File: config.mk
export PLATFORM = sky130hd
export DESIGN_NAME = systolic_result_collector_flat
export DESIGN_NICKNAME = d
export VERILOG_FILES = /design/src/rtl/systolic_result_collector_if.sv /design/src/rtl/systolic_result_collector.sv /design/src/flat_wrapper.sv
export SDC_FILE = /design/constraint.sdc
export NUM_CORES = 2
export LEC_CHECK = 0
export ABC_AREA = 1
export CAP_MARGIN = 30
export CORE_AREA = 2 2 763 765
export DETAILED_ROUTE_END_ITERATION = 8
export DIE_AREA = 0 0 765 767
export GPL_ROUTABILITY_DRIVEN = 0
export MAX_ROUTING_LAYER = met4
export SYNTH_ARGS = -nofsm -noshare
export SYNTH_HDL_FRONTEND = slang
export SYNTH_SLANG_ARGS = --single-unit
File: constraint.sdc
create_clock -name clk -period 71.9 [get_ports clk]
set_clock_uncertainty 0.2 [all_clocks]
set_input_delay 21.57 -clock clk [delete_from_list [all_inputs] [get_ports clk]]
set_output_delay 21.57 -clock clk [all_outputs]
set_load 0.03 [all_outputs]
File: src/rtl/systolic_result_collector_if.sv
// systolic_result_collector_if: collector bus; master drives start/col_valid/col_data, slave returns busy/done/overflow/timeout/A_result
interface systolic_result_collector_if #(
  parameter int WIDTH = 16,
  parameter int ACC_WIDTH = 32,
  parameter int SIZE = 10
);
  logic start;
  logic [SIZE-1:0] col_valid;
  logic signed [ACC_WIDTH-1:0] col_data [SIZE];
  logic busy;
  logic done;
  logic overflow;
  logic timeout;
  logic signed [WIDTH-1:0] A_result [SIZE][SIZE];
  modport master (output start, col_valid, col_data, input busy, done, overflow, timeout, A_result);
  modport slave (input start, col_valid, col_data, output busy, done, overflow, timeout, A_result);
endinterface

File: src/rtl/systolic_result_collector.sv
// systolic_result_collector: de-skews/saturates array column results into A_result; clk, rst (async), io.slave {start, col_valid, col_data -> busy, done, overflow, timeout, A_result}
module systolic_result_collector #(
  parameter int WIDTH = 16,
  parameter int ACC_WIDTH = 32,
  parameter int SIZE = 10,
  parameter int TIMEOUT = 64
) (
  input logic clk,
  input logic rst,
  systolic_result_collector_if.slave io
);
  localparam int CW = $clog2(SIZE + 1);
  localparam int TW = $clog2(TIMEOUT);
  localparam logic signed [ACC_WIDTH-1:0] SAT_HI = {{(ACC_WIDTH-WIDTH+1){1'b0}}, {(WIDTH-1){1'b1}}};
  localparam logic signed [ACC_WIDTH-1:0] SAT_LO = {{(ACC_WIDTH-WIDTH+1){1'b1}}, {(WIDTH-1){1'b0}}};
  typedef enum logic [1:0] {IDLE, COLLECT, DONE} state_t;
  state_t state;
  logic busy, done, overflow, timeout;
  logic [CW-1:0] row_cnt [SIZE];
  logic [TW-1:0] cyc;
  logic [SIZE-1:0] take, drop, full_nxt;
  logic signed [WIDTH-1:0] a_result [SIZE][SIZE];
  function automatic logic signed [WIDTH-1:0] sat(input logic signed [ACC_WIDTH-1:0] x);
    return x > SAT_HI ? SAT_HI[WIDTH-1:0] : x < SAT_LO ? SAT_LO[WIDTH-1:0] : x[WIDTH-1:0];
  endfunction
  always_comb begin
    take = '0;
    drop = '0;
    full_nxt = '0;
    for (int j = 0; j < SIZE; j++) begin
      take[j] = io.col_valid[j] && row_cnt[j] < CW'(SIZE);
      drop[j] = io.col_valid[j] && !take[j];
      full_nxt[j] = row_cnt[j] + CW'(take[j]) == CW'(SIZE);
    end
  end
  always_ff @(posedge clk or posedge rst) begin
    if (rst) begin
      state <= IDLE;
      busy <= 1'b0;
      done <= 1'b0;
      overflow <= 1'b0;
      timeout <= 1'b0;
      cyc <= '0;
      for (int j = 0; j < SIZE; j++) row_cnt[j] <= '0;
      for (int i = 0; i < SIZE; i++)
        for (int j = 0; j < SIZE; j++) a_result[i][j] <= '0;
    end else if (io.start) begin
      state <= COLLECT;
      busy <= 1'b1;
      done <= 1'b0;
      overflow <= 1'b0;
      timeout <= 1'b0;
      cyc <= '0;
      for (int j = 0; j < SIZE; j++) row_cnt[j] <= '0;
    end else if (state == COLLECT) begin
      cyc <= cyc + TW'(1);
      for (int j = 0; j < SIZE; j++)
        if (take[j]) begin
          a_result[row_cnt[j]][j] <= sat(io.col_data[j]);
          row_cnt[j] <= row_cnt[j] + CW'(1);
        end
      if (|drop) overflow <= 1'b1;
      if (&full_nxt || cyc == TW'(TIMEOUT - 1)) begin
        state <= DONE;
        busy <= 1'b0;
        done <= 1'b1;
        timeout <= !(&full_nxt);
      end
    end else if (state == DONE && |io.col_valid) begin
      overflow <= 1'b1;
    end
  end
  assign io.busy = busy;
  assign io.done = done;
  assign io.overflow = overflow;
  assign io.timeout = timeout;
  assign io.A_result = a_result;
endmodule

File: src/flat_wrapper.sv
// flat-port wrapper written by rule: the top's interface ports become plain ports
module systolic_result_collector_flat 
#(
  parameter int WIDTH = 16,
  parameter int ACC_WIDTH = 32,
  parameter int SIZE = 10,
  parameter int TIMEOUT = 64
)
  (clk, rst, io_start, io_col_valid, io_col_data, io_busy, io_done, io_overflow, io_timeout, io_A_result);
  systolic_result_collector_if #(.WIDTH(WIDTH), .ACC_WIDTH(ACC_WIDTH), .SIZE(SIZE)) io_i ();
  input logic clk;
  input logic rst;
  input wire logic [$bits(io_i.start)-1:0] io_start;
  input wire logic [$bits(io_i.col_valid)-1:0] io_col_valid;
  input wire logic [$bits(io_i.col_data)-1:0] io_col_data;
  output wire logic [$bits(io_i.busy)-1:0] io_busy;
  output wire logic [$bits(io_i.done)-1:0] io_done;
  output wire logic [$bits(io_i.overflow)-1:0] io_overflow;
  output wire logic [$bits(io_i.timeout)-1:0] io_timeout;
  output wire logic [$bits(io_i.A_result)-1:0] io_A_result;
  assign io_i.start = io_start;
  assign io_i.col_valid = io_col_valid;
  assign io_i.col_data = {>>{io_col_data}};
  assign io_busy = io_i.busy;
  assign io_done = io_i.done;
  assign io_overflow = io_i.overflow;
  assign io_timeout = io_i.timeout;
  assign io_A_result = {>>{io_i.A_result}};
  systolic_result_collector #(.WIDTH(WIDTH), .ACC_WIDTH(ACC_WIDTH), .SIZE(SIZE), .TIMEOUT(TIMEOUT)) u_core (.clk(clk), .rst(rst), .io(io_i));
endmodule
==> key figures <==
Outcome
  – Status: finished, final reports clean

Global routing
  – First-pass GRT wire length: roughly 530000 um
  – Vias in the first global route: 60700
  – Initial antenna violation count: 75
  – GRT overflow: 0
  – Total GRT Usage: between 10% and 20%
  – Largest net degree at the start of global routing: 172

Final layout
  – Fillers: around 64000
  – Area delta synth->final: 54.9%
  – Nets: 9741
  – Post-route cell area: around 100000 sq um
  – Layout cells sized above 1: 7.02%

Yosys
  – Sequential area share after synthesis: about three fifths
  – Mean Syn Cell Area: around 9.1 sq um
  – Top cells by area, synth: dfrtp_1, nand2_1, nand3_1, o21ai_0, inv_1
  – Cell variety after synth: 38
  – Post-Synthesis Cells: 7396
  – Largest area contributor in the netlist: dfrtp_1
  – Seq cells post-synth: roughly 1700
  – Yosys warns: 0
  – Syn nets: between 7000 and 8000
  – Yosys top cell area share: roughly three fifths
  – Synth Cell Area: roughly 67000 sq um

CTS
  – Max H-tree Level: 4
  – CTS tree: built
  – Worst-Skew Late Latency: just over 900 ps
  – Hold buffers post-CTS: 0
  – Largest buffer count on any clock path: 4
  – Clk slew on worst S/H paths: approximately 60 ps
  – TritonCTS buffer count: 193
  – Root Buffer: clkbuf_16
  – Sink Count: approximately 1700
  – Setup bufs post-CTS: 0
  – Post-CTS resize count: 0

Floorplan
  – Top Ports: a little under 2000
  – DIE AREA: 587000 sq um
  – Die height: approximately 770 um
  – Starting Density: 11.6%
  – Std cell rows: between 200 and 300
  – Core area: a little under 600000 sq um
  – Overall die width: between 700 and 800 um

Detailed routing
  – Top sig layer: met4
  – Met3 routed WL: 40300 um
  – Met2 WL post-DR: roughly 170000 um
  – Final WL: 400000 um
  – Routed WL per cell: 23.1 um
  – Final ANT Viol Nets: 0
  – Iter 0 DRT Violations: 6097
  – Drc violations: 0
  – Vias: between 60000 and 70000
  – Via density: roughly 3.6
  – Drt first pass iters: 6
  – WL met1: between 150000 and 200000 um

Timing
  – Slew Limit Fails: 0
  – Final hold slack: roughly 270 ps
  – Final hold vios: 0
  – Peak Freq: 38.2 MHz
  – Max-slew headroom: 26.3%
  – Min Tclk post-route: roughly 26000 ps
  – Worst-Margin Slew: 1100 ps
  – RSZ-0062 raised after global routing: no
  – Setup TNS: 0 ps
  – Final Setup Violations: 0
  – Final period util: a little over a third
  – Final setup margin: 45720 ps

Setup path
  – Reg2reg setup slack: approximately 68000 ps
  – Worst setup path startpoint: rst
  – Worst setup EP type: async pin
  – Required @ worst endpoint: between 70000 and 80000 ps
  – Worst reg2reg path startpoint: u_core.row_cnt[37]
  – WS Path Type: in2async
  – Worst reg-to-reg path cell count: 16
  – Crit path DAT: about 27000 ps
  – Crit path capture: u_core.io.A_result[1253]
  – Max FO, Critical Path: about 170
  – Crit start category: input pin
  – Worst R2R End: u_core.state[0]

Min path
  – Worst Hold Launch: u_core.io.A_result[447]
  – Hold crit path type: reg2reg
  – Hold path depth: 2

Power and ir drop
  – Clock share of power: about a third
  – Lkg Pwr: around 47 nW
  – Sw Ratio: 35.4%
  – Register share of total power: a little under two fifths
  – Max IR drop VDD: between 0.02 and 0.025 mV
  – Pwr/cell area: 28.5 nW/um^2
  – Comb pwr share: between 20% and 30%
  – P_sw: 0.00105 W
  – Internal cell power: about 0.0019 W

Placed design
  – Port bufs: between 1500 and 2000
  – Dpl ws: between 40000 and 50000 ps
  – Placed inst area: between 90000 and 100000 sq um
  – Placed wire-length estimate after detailed placement: roughly 320000 um

Run
  – Number of max-cap violations: 0
-- synthesized netlist by cell type (all sizes together) --
library cell,number
nand3,943
o21bai,2
nor2,95
xnor2,6
nand4,64
clkinv,2
clkbuf,186
nor3b,10
dfrtp,1650
or2,3
o21a,2
ha,61
nor4,37
a31o,3
xor2,4
o31ai,3
nand3b,1
inv,417
o22ai,5
o21ai,726
nor3,89
nand2,2884
a31oi,1
buf,188
a21oi,14
-- power groups by stage --
stage / Clock (W) / Combinational [W] / Sequential, W
after global routing: 0.00110 / 0.000844 / 0.00114
after detailed placement: 0 / 0.000807 / 0.00114
after CTS: 0.00107 / 0.000810 / 0.00113
after global placement: 0 / 0.000790 / 0.00114
final: 0.00104 / 0.000801 / 0.00113
after floorplan: 0 / 0.000149 / 0.00137
-- critical path, stage by stage --
cell,delay [ps]
clkdlybuf4s50_1,490
inv_8,530
buf_12,700
buf_4,490
buf_4,620
buf_4,670
buf_12,740
buf_4,600
buf_12,320
-- layout by cell type, fill, tap and decap left out, types with 5 or more instances in the layout --
| cell | n |
|---|---|
| clkinv_16 | 10 |
| nor3_1 | 33 |
| clkbuf_16 | 193 |
| ha_1 | 61 |
| buf_12 | 6 |
| clkinvlp_4 | 5 |
| nor2_4 | 9 |
| nor4_1 | 34 |
| a21oi_1 | 14 |
| nor3_2 | 15 |
| nand3_1 | 940 |
| buf_4 | 114 |
| o21ai_0 | 698 |
| dfrtp_1 | 1650 |
| buf_8 | 7 |
| clkinv_2 | 24 |
| diode_2 | 46 |
| nand2_1 | 2878 |
| clkdlybuf4s50_1 | 1935 |
| inv_2 | 69 |
| buf_16 | 64 |
| clkbuf_1 | 47 |
| inv_6 | 8 |
| nand4_1 | 64 |
| nor3b_1 | 10 |
| nor2_8 | 5 |
| xnor2_1 | 6 |
| nor3_4 | 41 |
| o21ai_1 | 28 |
| inv_8 | 5 |
| inv_1 | 343 |
| bufinv_16 | 11 |
| clkbuf_8 | 41 |
| nor2_1 | 78 |
-- cell type report --
class / count / area (sq um) / area share [%]
Inverter: 419 / 1590 / 1.53
Clock inverter: 68 / 978 / 0.940
Timing Repair Buffer: 2130 / 22200 / 21.4
Clock buffer: 281 / 5570 / 5.35
Sequential cell: 1650 / 41300 / 39.7
Antenna cell: 46 / 115 / 0.111
Multi-Input combinational cell: 4953 / 22600 / 21.7
Tap cell: 7755 / 9700 / 9.32
-- metrics by stage --
stage	utilization (%)	instances	total power [W]
2_1_floorplan	-	7396	0.00152
3_3_place_gp	16.5	16800	0.00193
3_5_place_dp	16.8	16900	0.00195
4_1_cts	17.9	17200	0.00300
5_1_grt	18.0	17300	0.00309
6_report	18.0	17300	0.00297
-- state kept, by name, summed over array words and instances, names as in the netlist --
signal and count:
u_core.io.A_result 1600, u_core.row_cnt 40, u_core.cyc 6, u_core.io.done 1, u_core.io.overflow 1, u_core.io.timeout 1
u_core.state 1
-- worst min path at each step --
stage                                          to  slack (ps)
after floorplan                     u_core.cyc[3]         260
after global placement    u_core.io.A_result[927]         250
after detailed placement  u_core.io.A_result[447]         260
after CTS                 u_core.io.A_result[447]         270
after global routing       u_core.io.A_result[20]         290
final                     u_core.io.A_result[447]         270
-- per-layer routing --
| layer | global-route usage (%) | up-vias |
|---|---|---|
| li1 | - | 27800 |
| met2 | 19.8 | 3200 |
| met4 | 5.57 | 0 |
| met1 | 16.5 | 30700 |
| met5 | - | - |
| met3 | 4.55 | 704 |
-- kinds of logic (layout without fill, tap and decap cells) --
kind of cell	Yosys count	count (layout)	synth area share, %
and+or+nand+nor	4126	4126	26.4
adders and majority gates	61	61	1.14
buffers and inverters	793	2898	5.18
xor gates and xnor gates	10	10	0.130
AOI/OAI and AO/OA	756	756	5.71
other	0	46	0
DFF	1650	1650	61.4
Note: power is estimated with default switching activity, not from simulation.
